$ cat config.mk
export PLATFORM = sky130hd
export DESIGN_NAME = spi_cmd_master
export DESIGN_NICKNAME = d
export VERILOG_FILES = /design/src/rtl/spi_cmd_master.sv
export SDC_FILE = /design/constraint.sdc
export NUM_CORES = 1
export LEC_CHECK = 0
export ABC_AREA = 1
export CAP_MARGIN = 0
export CORE_UTILIZATION = 38
export CTS_CLUSTER_SIZE = 12
export DETAILED_ROUTE_END_ITERATION = 8
export PLACE_DENSITY = 0.63
export SYNTH_ARGS = -nofsm -noshare
export SYNTH_HDL_FRONTEND = slang
export SYNTH_SLANG_ARGS = --single-unit
$ cat constraint.sdc
create_clock -name clk -period 2.63 [get_ports clk]
set_input_delay 0.263 -clock clk [delete_from_list [all_inputs] [get_ports clk]]
set_output_delay 0.263 -clock clk [all_outputs]
set_load 0.005 [all_outputs]
$ cat src/rtl/spi_cmd_master.sv
// spi_cmd_master: 32-bit command-frame SPI controller, SPI mode 0.
// Frame: {rw_b, addr[16], 6'b0}, addr[15:8], addr[7:0], data (8'h00 for reads).
// Build option: define SPI_CMD_MASTER_READ_EN to sample spi_miso and capture rd_data;
// without it rd_data stays 8'h00 while read frames and rd_valid behave the same.
//
// state | meaning
// IDLE  | waiting for a request, req_ready high, cs_n high
// SETUP | cs_n low, bit 31 on mosi, sclk low ahead of the first rise
// HIGH  | sclk high (miso sampled on the edge that entered this state)
// LOW   | sclk low, next bit shifted onto mosi
// HOLD  | sclk low after the 32nd rise, cs_n still low
// GAP   | cs_n high, enforces minimum spacing between frames

module spi_cmd_master #(
  parameter int CLK_DIV = 2,
  parameter int CS_GAP  = 2
) (
  input  logic        clk,
  input  logic        reset_n,
  input  logic        req_valid,
  output logic        req_ready,
  input  logic [16:0] req_addr,
  input  logic [7:0]  req_data,
  input  logic        req_rw_b,
  output logic [7:0]  rd_data,
  output logic        rd_valid,
  output logic        spi_sclk,
  output logic        spi_cs_n,
  output logic        spi_mosi,
  input  logic        spi_miso
);

  typedef enum logic [2:0] {IDLE, SETUP, LOW, HIGH, HOLD, GAP} state_t;

  localparam logic [7:0] DIV_LOAD = 8'(CLK_DIV - 1);
  localparam logic [7:0] GAP_LOAD = 8'(CS_GAP - 1);

  state_t      state_q, state_d;
  logic [7:0]  tmr_q, tmr_d;
  logic [4:0]  bit_q, bit_d;
  logic [31:0] tx_q, tx_d;
  logic        rw_q;
  logic        rd_valid_q;
  logic        tmr_tc;
  logic        accept;
  logic        frame_done;
  logic        active;

  assign tmr_tc     = (tmr_q == 8'd0);
  assign accept     = (state_q == IDLE) && req_valid;
  assign frame_done = (state_q == HOLD) && tmr_tc;
  assign active     = (state_q == SETUP) || (state_q == LOW) ||
                      (state_q == HIGH)  || (state_q == HOLD);

  // Outputs decode straight from registered state so reset forces them at once
  assign req_ready = (state_q == IDLE);
  assign spi_cs_n  = !active;
  assign spi_sclk  = (state_q == HIGH);
  assign spi_mosi  = active & tx_q[31];
  assign rd_valid  = rd_valid_q;

  // State, phase timer, remaining-bit counter and transmit shifter
  always_ff @(posedge clk or negedge reset_n) begin
    if (!reset_n) begin
      state_q <= IDLE;
      tmr_q   <= 8'd0;
      bit_q   <= 5'd0;
      tx_q    <= 32'd0;
    end else begin
      state_q <= state_d;
      tmr_q   <= tmr_d;
      bit_q   <= bit_d;
      tx_q    <= tx_d;
    end
  end

  // Next state; the down-counter reloads on every phase change, shift on sclk fall
  always_comb begin
    state_d = state_q;
    tmr_d   = tmr_q;
    bit_d   = bit_q;
    tx_d    = tx_q;
    if (state_q != IDLE && !tmr_tc) tmr_d = tmr_q - 8'd1;
    case (state_q)
      IDLE: begin
        if (req_valid) begin
          state_d = SETUP;
          tmr_d   = DIV_LOAD;
          bit_d   = 5'd31;
          tx_d    = {req_rw_b, req_addr[16], 6'b0, req_addr[15:0],
                     req_rw_b ? 8'h00 : req_data};
        end
      end
      SETUP, LOW: begin
        if (tmr_tc) begin
          state_d = HIGH;
          tmr_d   = DIV_LOAD;
        end
      end
      HIGH: begin
        if (tmr_tc) begin
          tmr_d = DIV_LOAD;
          if (bit_q == 5'd0) begin
            state_d = HOLD;
          end else begin
            state_d = LOW;
            bit_d   = bit_q - 5'd1;
            tx_d    = {tx_q[30:0], 1'b0};
          end
        end
      end
      HOLD: begin
        if (tmr_tc) begin
          state_d = GAP;
          tmr_d   = GAP_LOAD;
        end
      end
      GAP: begin
        if (tmr_tc) state_d = IDLE;
      end
      default: state_d = IDLE;
    endcase
  end

  // Latch read/write direction at acceptance; pulse rd_valid as a read frame closes
  always_ff @(posedge clk or negedge reset_n) begin
    if (!reset_n) begin
      rw_q       <= 1'b0;
      rd_valid_q <= 1'b0;
    end else begin
      if (accept) rw_q <= req_rw_b;
      rd_valid_q <= frame_done & rw_q;
    end
  end

`ifdef SPI_CMD_MASTER_READ_EN
  logic       sample_miso;
  logic [7:0] rx_q;
  logic [7:0] rd_data_q;

  // miso is taken on the same clk edge that raises sclk
  assign sample_miso = ((state_q == SETUP) || (state_q == LOW)) && tmr_tc;
  assign rd_data     = rd_data_q;

  // Keep the last eight sampled bits; publish them when a read frame closes
  always_ff @(posedge clk or negedge reset_n) begin
    if (!reset_n) begin
      rx_q      <= 8'h00;
      rd_data_q <= 8'h00;
    end else begin
      if (sample_miso) rx_q <= {rx_q[6:0], spi_miso};
      if (frame_done && rw_q) rd_data_q <= rx_q;
    end
  end
`else
  logic miso_unused;

  assign miso_unused = spi_miso;
  assign rd_data     = 8'h00;
`endif

endmodule

== Word-level counts from Yosys, hierarchy flattened ==
Cells that the tools add are included.

* Input bits: 30
* Output and inout port bits: 13
* Register bits after elaboration: 50

* Equal/unequal tests: 11
* Add/sub/neg operators: 2
* Reduce and logical (&&, ||, !) cells: 17
* Bitwise gates (word level): 2
* Mux-type cells: 20

{| class="wikitable"
|+ Operators with widths
! cell !! number
|-
| 32-bit two-way mux || 3
|-
| 32-bit one-hot mux with 2 select lines || 1
|-
| 8-bit two-way mux || 4
|-
| 3-bit two-way mux || 6
|-
| 8-bit one-hot mux with 2 select lines || 1
|-
| 5-bit two-way mux || 3
|-
| 3-bit one-hot mux with 5 select lines || 1
|-
| 2-bit != test, second input constant || 5
|-
| 5-bit one-hot mux with 2 select lines || 1
|-
| 8-bit zero test || 1
|-
| 8-bit by 1-bit subtractor with 8-bit output, second input constant || 1
|-
| 3-bit by 2-bit equality test with 1-bit output, second input constant || 2
|-
| 3-bit equality test, second input constant || 2
|-
| 5-bit zero test || 1
|-
| 5-bit AND reduction || 1
|-
| 5-bit by 1-bit subtractor with 5-bit output, second input constant || 1
|-
| 4-bit AND reduction || 1
|-
| 4-bit OR reduction || 1
|-
| 3-bit by 1-bit equality test with 1-bit output, second input constant || 1
|-
| 1-bit logical AND || 3
|-
| 3-bit zero test || 1
|-
| 1-bit logical OR || 3
|-
| 3-bit nonzero test || 1
|-
| 1-bit bitwise AND || 2
|-
| 4 further kinds || 5
|}

== Logic depth before layout (Yosys ltp) ==
Gate-level depths: netlist of the first run.

* Depth in word-level cells: 6
* Gate-level depth with buffers: 10

== Worst setup path before layout of the first run ==
OpenSTA, ideal clock, no wires.

* Path kind: register to register
* From: register tmr_q[0]
* To: register bit_q[2]
* Stages on the path, launching flop included: 11
* Arrival time: 1.381 ns
* Required time: 2.513 ns
* Buffers on the path: 1
* Clock period less this slack: 1.498 ns
* Setup time: 0.117 ns
* Setup slack: 1.132 ns
* Cell sequence: dfrtp_1 -> inv_1 -> ha_1 -> nand3_1 -> inv_1 -> nand2_1 -> nand2_2 -> nand3_4 -> buf_6 -> nand2_1 -> nand2_1

* Longest elaborated chain between the ends: 3

{| class="wikitable"
|+ RTL lines
! item !! line !! RTL
|-
| start: declaration || 39 || <nowiki>logic [7:0] tmr_q, tmr_d;</nowiki>
|-
| start signal: assignment || 71 || <nowiki>tmr_q <= tmr_d;</nowiki>
|-
| 8-bit zero test || 49 || <nowiki>assign tmr_tc = (tmr_q == 8'd0);</nowiki>
|-
| 2-bit by 1-bit != test with 1-bit output (no source line) || - ||
|-
| 4-bit AND reduction (no source line) || - ||
|-
| end signal: assignment || 72 || <nowiki>bit_q <= bit_d;</nowiki>
|-
| end: declaration || 40 || <nowiki>logic [4:0] bit_q, bit_d;</nowiki>
|}

Every way passes these cells.
A chain may end at the register's enable or synchronous reset.

== Worst setup path after layout of the first run ==
* From: register state_q[2]
* To: output spi_mosi

* Longest elaborated chain between the ends: 5

{| class="wikitable"
|+ RTL lines
! item !! line !! RTL
|-
| start: declaration || 38 || <nowiki>state_t state_q, state_d;</nowiki>
|-
| start signal: assignment || 70 || <nowiki>state_q <= state_d;</nowiki>
|-
| 3-bit by 1-bit equality test with 1-bit output or 3-bit by 2-bit equality test with 1-bit output (tied branches) || 52 || <nowiki>assign active = (state_q == SETUP) || (state_q == LOW) ||</nowiki>
|-
| 1-bit logical OR (2 in a row) || 52 ||
|-
| 1-bit logical OR * || 53 || <nowiki>(state_q == HIGH) || (state_q == HOLD);</nowiki>
|-
| 1-bit bitwise AND * || 59 || <nowiki>assign spi_mosi = active & tx_q[31];</nowiki>
|-
| end: declaration || 29 || <nowiki>output logic spi_mosi,</nowiki>
|}

Every way passes the cells marked *; elsewhere a longest branch is shown, timed or not.

==> out/metrics.cfg, run 1 <==
[clock_network]
clk_pin_slew_worst_paths_ns=0.10
cts-root-buf=clkbuf_8
clockBufferDepth=2
cts_tree=yes
cts_sinks=50
clk_latency_ns=0.30
hold_buffers=1
cts-buffers-inserted=5
post_cts_buffers=0
cts_max_level=2
cts_resized=0

[grt]
grt_antenna_before_repair=0
grt_max_degree=38
grt_overflow=0
grt_pass1_vias=2416
grt_usage=0.171
grt_pass1_wl_mm=10.6

[setup_path]
cp-end-kind=primary output
slowest_stage=dfrtp_1
crit_path_max_incr_delay_ns=0.50
start_kind=flop
required_ns=2.37
crit_chain=inv_2 > nand2_2 > inv_2 > nor2_1 > inv_1 > nor2_1 > clkdlybuf4s50_1
crit_type=flop to primary output
worstPathArrival_ns=1.88
ff2ff_path_depth=9
crit_fanout=6

[timing]
setup_violations=0
rsz0062_at_grt=false
final.setup.tns_ns=0
fin_crit_ns=2.14
clock.fmax_mhz=467
period_share=0.814
drv_slew=0
fin_skew_ns=0.0132
hold_viol=0

[routing]
drtAntennaViolNets=0
drt_iter0_markers=149
firstDrtPassIters=4
routed_wl_mm=6.34
drt-wirelength-per-cell_um=11.8
route.detailed.drc=0
via_count=2607
routed_via_density=4.86

[floorplan]
ios=43
placementRows=31
coreArea_um2=7290
die_w_um=89.0
die_h_um=89.0
dieArea_um2=7920
initial_core_util=0.394

[run_status]
status=finished, final reports clean

[power]
power_mw=1.40
leakagePower_nw=1.78
vdd.ir_drop.worst_uv=179
powerDensity_nw_per_um2=415

[layout]
final_cells=536
nFillCells=770
syn2layout_area_growth_pct=16.9
insertedDiodeCount=0
nets=469
drive_above_1_share=0.0595
final_util=0.461
design_area_um2=3360

[placed_design]
place_area_um2=3240
dp_hpwl_mm=4.14
place_congestion=0.827
io_buffer_count=33
dp_cells=527

[logic_synthesis]
synth-seq-area-share=0.435
syn_area_per_cell_um2=7.07
synth-warning-count=0
yosys.area.top_type=dfrtp_1
synth_area_leaders=dfrtp_1 43%, nand2_1 25%, nand4_1 8.5%, inv_1 3.8%, nand3_1 3.3%
synth_area_um2=2880
yosys.cell_types.count=26
syn_inst=407
synth_top_cell_area_share=0.435
synth_seq_cells=50

[run]
max-cap-violations=0

[worst_hold_path]
worstHoldPathType=input pin to async pin

==> routing by layer <==
metal  vias to the layer above  part of all wire  track usage
li1                       1332                 -            -
met1                      1230              0.46        0.213
met2                        40              0.50        0.310
met3                         5             0.028       0.0249
met4                         0            0.0095       0.0462
met5                         -                 0            0
==> worst max-delay path: cells and delay by family, from the launching register on <==
kind | cells | cell delay (ns)
simple gates | 3 | 0.35
flops | 1 | 0.50
buf+inv | 4 | 0.74
==> final cells by class <==
cell class	instances	area (µm²)	area share
clock inverters	2	37.5	0.0112
inverters	32	120	0.0357
multi-input cells	304	1350	0.403
repair buffers	43	403	0.120
well taps	99	124	0.0368
flip-flops and latches	50	1250	0.372
clock buffers	6	72.6	0.0216
==> cells by family (layout without fill, tap and decap cells) <==
group	after synthesis	after routing	synth area share
adders and majority gates	3	3	0.0131
DFF	50	50	0.435
and+or+nand+nor	283	283	0.427
AOI/OAI and AO/OA	9	9	0.0174
xor gates and xnor gates	1	1	0.00305
buffers and inverters	60	83	0.104
other	1	8	0.00130
==> Yosys cell counts (all sizes together) <==
library cell    n
a21oi           1
buf            25
clkbuf          3
clkinv          1
conb            1
dfrtp          50
ha              3
inv            31
nand2         194
nand3          20
nand3b          2
nand4          39
nor2           26
nor3            2
o211ai          1
o21ai           6
o31ai           1
xnor2           1
==> per-stage QoR <==
stage	setup slack, ns	hold WS, ns
2_1_floorplan	1.13	-0.0326
3_3_place_gp	0.540	0.230
3_5_place_dp	0.484	0.235
4_1_cts	0.470	0.447
5_1_grt	0.267	0.462
6_report	0.490	0.422
==> worst paths after layout <==
path / from / to / slack [ns]
worst max-delay path: state_q[2]$_DFFE_PN0P_ / spi_mosi / 0.49
worst min-delay path: reset_n / tx_q[6]$_DFFE_PN0P_ / 0.42
worst max register to register: tmr_q[0]$_DFF_PN0_ / tx_q[22]$_DFFE_PN0P_ / 0.52
worst min register to register: tx_q[26]$_DFFE_PN0P_ / tx_q[26]$_DFFE_PN0P_ / 0.48
max in group asynchronous: reset_n / tx_q[19]$_DFFE_PN0P_ / 1.60
min in group clk: tx_q[26]$_DFFE_PN0P_ / tx_q[26]$_DFFE_PN0P_ / 0.48
==> registers in the layout (all words and copies together), names as in the netlist <==
register and flops:
bit_q 5, rd_valid 1, rw_q 1, state_q 3
tmr_q 8, tx_q 32
==> report_power, final <==
part	switching (mW)	internal [mW]	leakage [nW]
combinational	0.0368	0.0469	1.05
sequential	0	0.768	0.675
clock	0.259	0.284	0.0514
==> cells in the final DEF (no fill, tap or decap) <==
master,count
nor3_1,2
nand2_2,4
nor2_1,24
nand2_1,190
nand3_1,19
inv_1,29
o21ai_0,6
conb_1,8
buf_2,1
clkinvlp_4,1
nand3_4,1
nor2_2,1
nand3b_1,2
clkinv_1,1
xnor2_1,1
nor2_4,1
o211ai_1,1
clkbuf_8,5
inv_2,2
dfrtp_1,50
clkbuf_1,1
buf_4,9
ha_1,3
bufinv_16,1
clkdlybuf4s50_1,32
o31ai_1,1
nand4_1,39
dlygate4sd3_1,1
a21oi_1,1
Note: power is estimated with default switching activity, not from simulation.
==> run 2: changes to the inputs <==
PLACE_DENSITY = 0.66   (was 0.63)
clock period = 1.7 ns   (was 2.63 ns; I/O delays follow)
==> run 2 against run 1 <==
Worst hold slack worse by 0.15 ns. Total power is 56% higher. Sequential power is 55% higher. Sequential share of layout area down 2.6 points. Critical path depth grew 3. Routed wire length is 6.9% higher.
==> out/metrics.cfg, run 2 (synthesis gave the netlist of run 1 again) <==
[run_status]
status=finished, final reports clean

[power]
p_comb_frac=0.061  ; about the same
powerDensity_nw_per_um2=603  ; +45%
pwr-share-clk=0.394  ; +0.005
vdd.ir_drop.worst_uv=258  ; +44%
power_switching_uw=479  ; +62%
leakagePower_nw=1.94  ; +9.1%
sequentialPowerShare=0.545  ; -0.006
swShare=0.220  ; +0.00765
p_int_mw=1.70  ; +55%

[placed_design]
dp_cells=534  ; +1.3%
io_buffer_count=33  ; unchanged
dp_hpwl_mm=4.06  ; -1.8%
dp_slack_ns=0.121  ; -0.363 ns
place_congestion=0.832  ; +0.67%

[grt]
grt_pass1_wl_mm=11.1  ; +4.7%
grt_overflow=0  ; unchanged
grt_pass1_vias=2455  ; +1.6%
grt_max_degree=38  ; unchanged
grt_antenna_before_repair=0  ; unchanged
grt_usage=0.179  ; +0.00806

[routing]
routed_via_density=4.93  ; +1.4%
routed_wl_mm=6.78  ; +6.9%
drt_iter0_markers=105  ; -30%
drtAntennaViolNets=0  ; unchanged
via_count=2727  ; +4.6%
firstDrtPassIters=4  ; unchanged
drt-wirelength-per-cell_um=12.3  ; +3.6%
route.detailed.drc=0  ; unchanged

[floorplan]
die_h_um=89.0  ; unchanged
die_w_um=89.0  ; unchanged
initial_core_util=0.394  ; unchanged
placementRows=31  ; unchanged
ios=43  ; unchanged
coreArea_um2=7290  ; unchanged
dieArea_um2=7920  ; unchanged

[layout]
regArea_um2=1250  ; unchanged
largest_reg_flops=32  ; unchanged
nFillCells=741  ; -3.8%
drive_above_1_share=0.112  ; +0.0528
final_cell_mix=188 x nand2_1, 50 x dfrtp_1, 39 x nand4_1
syn2layout_area_growth_pct=25.7
multi_input_area_um2=1390  ; +2.4%
final_util=0.496  ; +0.0348
final_common_cell=nand2_1
regMostFlops=tx_q
top_regs=tx_q (32), tmr_q (8), bit_q (5)
final_cells=553  ; +3.2%
nets=486  ; +3.6%
insertedDiodeCount=0  ; unchanged

[clock_network]
clk_pin_slew_worst_paths_ns=0.10  ; about the same
cts_max_level=2  ; unchanged
cts-buffers-inserted=5  ; unchanged
cts-root-buf=clkbuf_8
cts_sinks=50  ; unchanged
clk_latency_ns=0.31  ; about the same
cts_tree=yes
clockBufferDepth=2  ; unchanged

[timing]
drv_slew=0  ; unchanged
holdWs_ns=0.273  ; -0.150 ns
fin_crit_ns=1.60
hold_viol=0  ; unchanged
setup_violations=0  ; unchanged
fin_skew_ns=0.0134  ; +0.000203 ns
final.setup.tns_ns=0  ; unchanged
rsz0062_at_grt=false
clock.fmax_mhz=625
period_share=0.942
setup_slack_ns=0.0988  ; -0.392 ns

[setup_path]
crit_type=flop to flop
crit_path_max_incr_delay_ns=0.41  ; -0.09 ns
cp-end-kind=flop
start_kind=flop
crit_chain=buf_4 > nand2_1 > nor2_4 > buf_4 > nand2_2 > nand2_4 > nand3_4 > clkbuf_16 > nand2_1 > nand2_1
required_ns=1.90  ; -0.47 ns
worstPathArrival_ns=1.80  ; -0.08 ns
slowest_stage=dfrtp_1
crit_fanout=18  ; +12
crit_top_cell=nand2_1

[run]
max-cap-violations=0  ; unchanged

[worst_hold_path]
worstHoldPathType=input pin to async pin

==> run 2: cell types whose count changed in the layout (fill, tap and decap cells not counted), moves of 2 or more <==
| cell | change |
|---|---|
| nand2_4 | +2 |
| nor2_1 | -3 |
| buf_4 | +9 |
| clkbuf_16 | +2 |
| nand2_1 | -2 |
| buf_6 | +2 |
| nor2_4 | +2 |
| dlygate4sd2_1 | +2 |
| buf_12 | +4 |
| clkdlybuf4s50_1 | -4 |
==> run 2: power by group through the flow <==
stage | logic, mW | clock network, mW | registers (mW)
3_5_place_dp | 0.132 | 0 | 1.21
2_1_floorplan | 0.0450 | 0 | 1.21
4_1_cts | 0.136 | 0.879 | 1.19
3_3_place_gp | 0.133 | 0 | 1.21
5_1_grt | 0.151 | 0.921 | 1.19
6_report | 0.133 | 0.860 | 1.19
==> run 2: metal layers <==
metal  track usage  vias up  part of all wire
met5             0        -                 0
met4        0.0519        0            0.0072
met3        0.0249        4             0.026
met2         0.308       53              0.47
met1         0.237     1301              0.50
li1              -     1369                 -
==> run 2: path summary, 6_finish.rpt <==
check | cells after the start | startpoint | to | slack [ns]
min in group clk | 3 | req_data[0] | tx_q[0]$_DFFE_PN0P_ | 0.41
hold reg to reg | 2 | tx_q[22]$_DFFE_PN0P_ | tx_q[22]$_DFFE_PN0P_ | 0.47
hold / removal | 2 | reset_n | tx_q[11]$_DFFE_PN0P_ | 0.27
max in group asynchronous | 3 | reset_n | rw_q$_DFFE_PN0P_ | 0.89
setup reg to reg | 10 | state_q[0]$_DFFE_PN0P_ | bit_q[2]$_DFFE_PN0P_ | 0.1
setup / recovery | 10 | state_q[0]$_DFFE_PN0P_ | bit_q[2]$_DFFE_PN0P_ | 0.1
==> run 2: area by class of cell <==
type / count / share of cell area
Clock buffer: 5 / 0.0190
Clock inverter: 3 / 0.0125
Inverter: 32 / 0.0339
Multi-Input combinational cell: 304 / 0.383
Sequential cell: 50 / 0.346
Tap cell: 99 / 0.0343
Timing Repair Buffer: 60 / 0.171
==> run 2: critical path, delay by kind of cell (launching register included) <==
kind                   cells  cell delay, ns
buffers and inverters      3            0.49
and+or+nand+nor            7            0.59
DFF                        1            0.41
==> run 2: repair_timing <==
item                       CTS  global route
hold endpoints to repair    11             0
gates resized for setup      6            13
setup buffers                3             5
pin swaps                    3             6
cloned                       0             2
setup endpoints to repair    4            44
hold buffers                 1             0
==> run 2: per-stage QoR <==
stage	power, mW	area, µm²
after floorplan	1.26	2900
after global placement	1.34	3340
after detailed placement	1.34	3340
after CTS	2.20	3500
after global routing	2.26	3620
final	2.18	3620
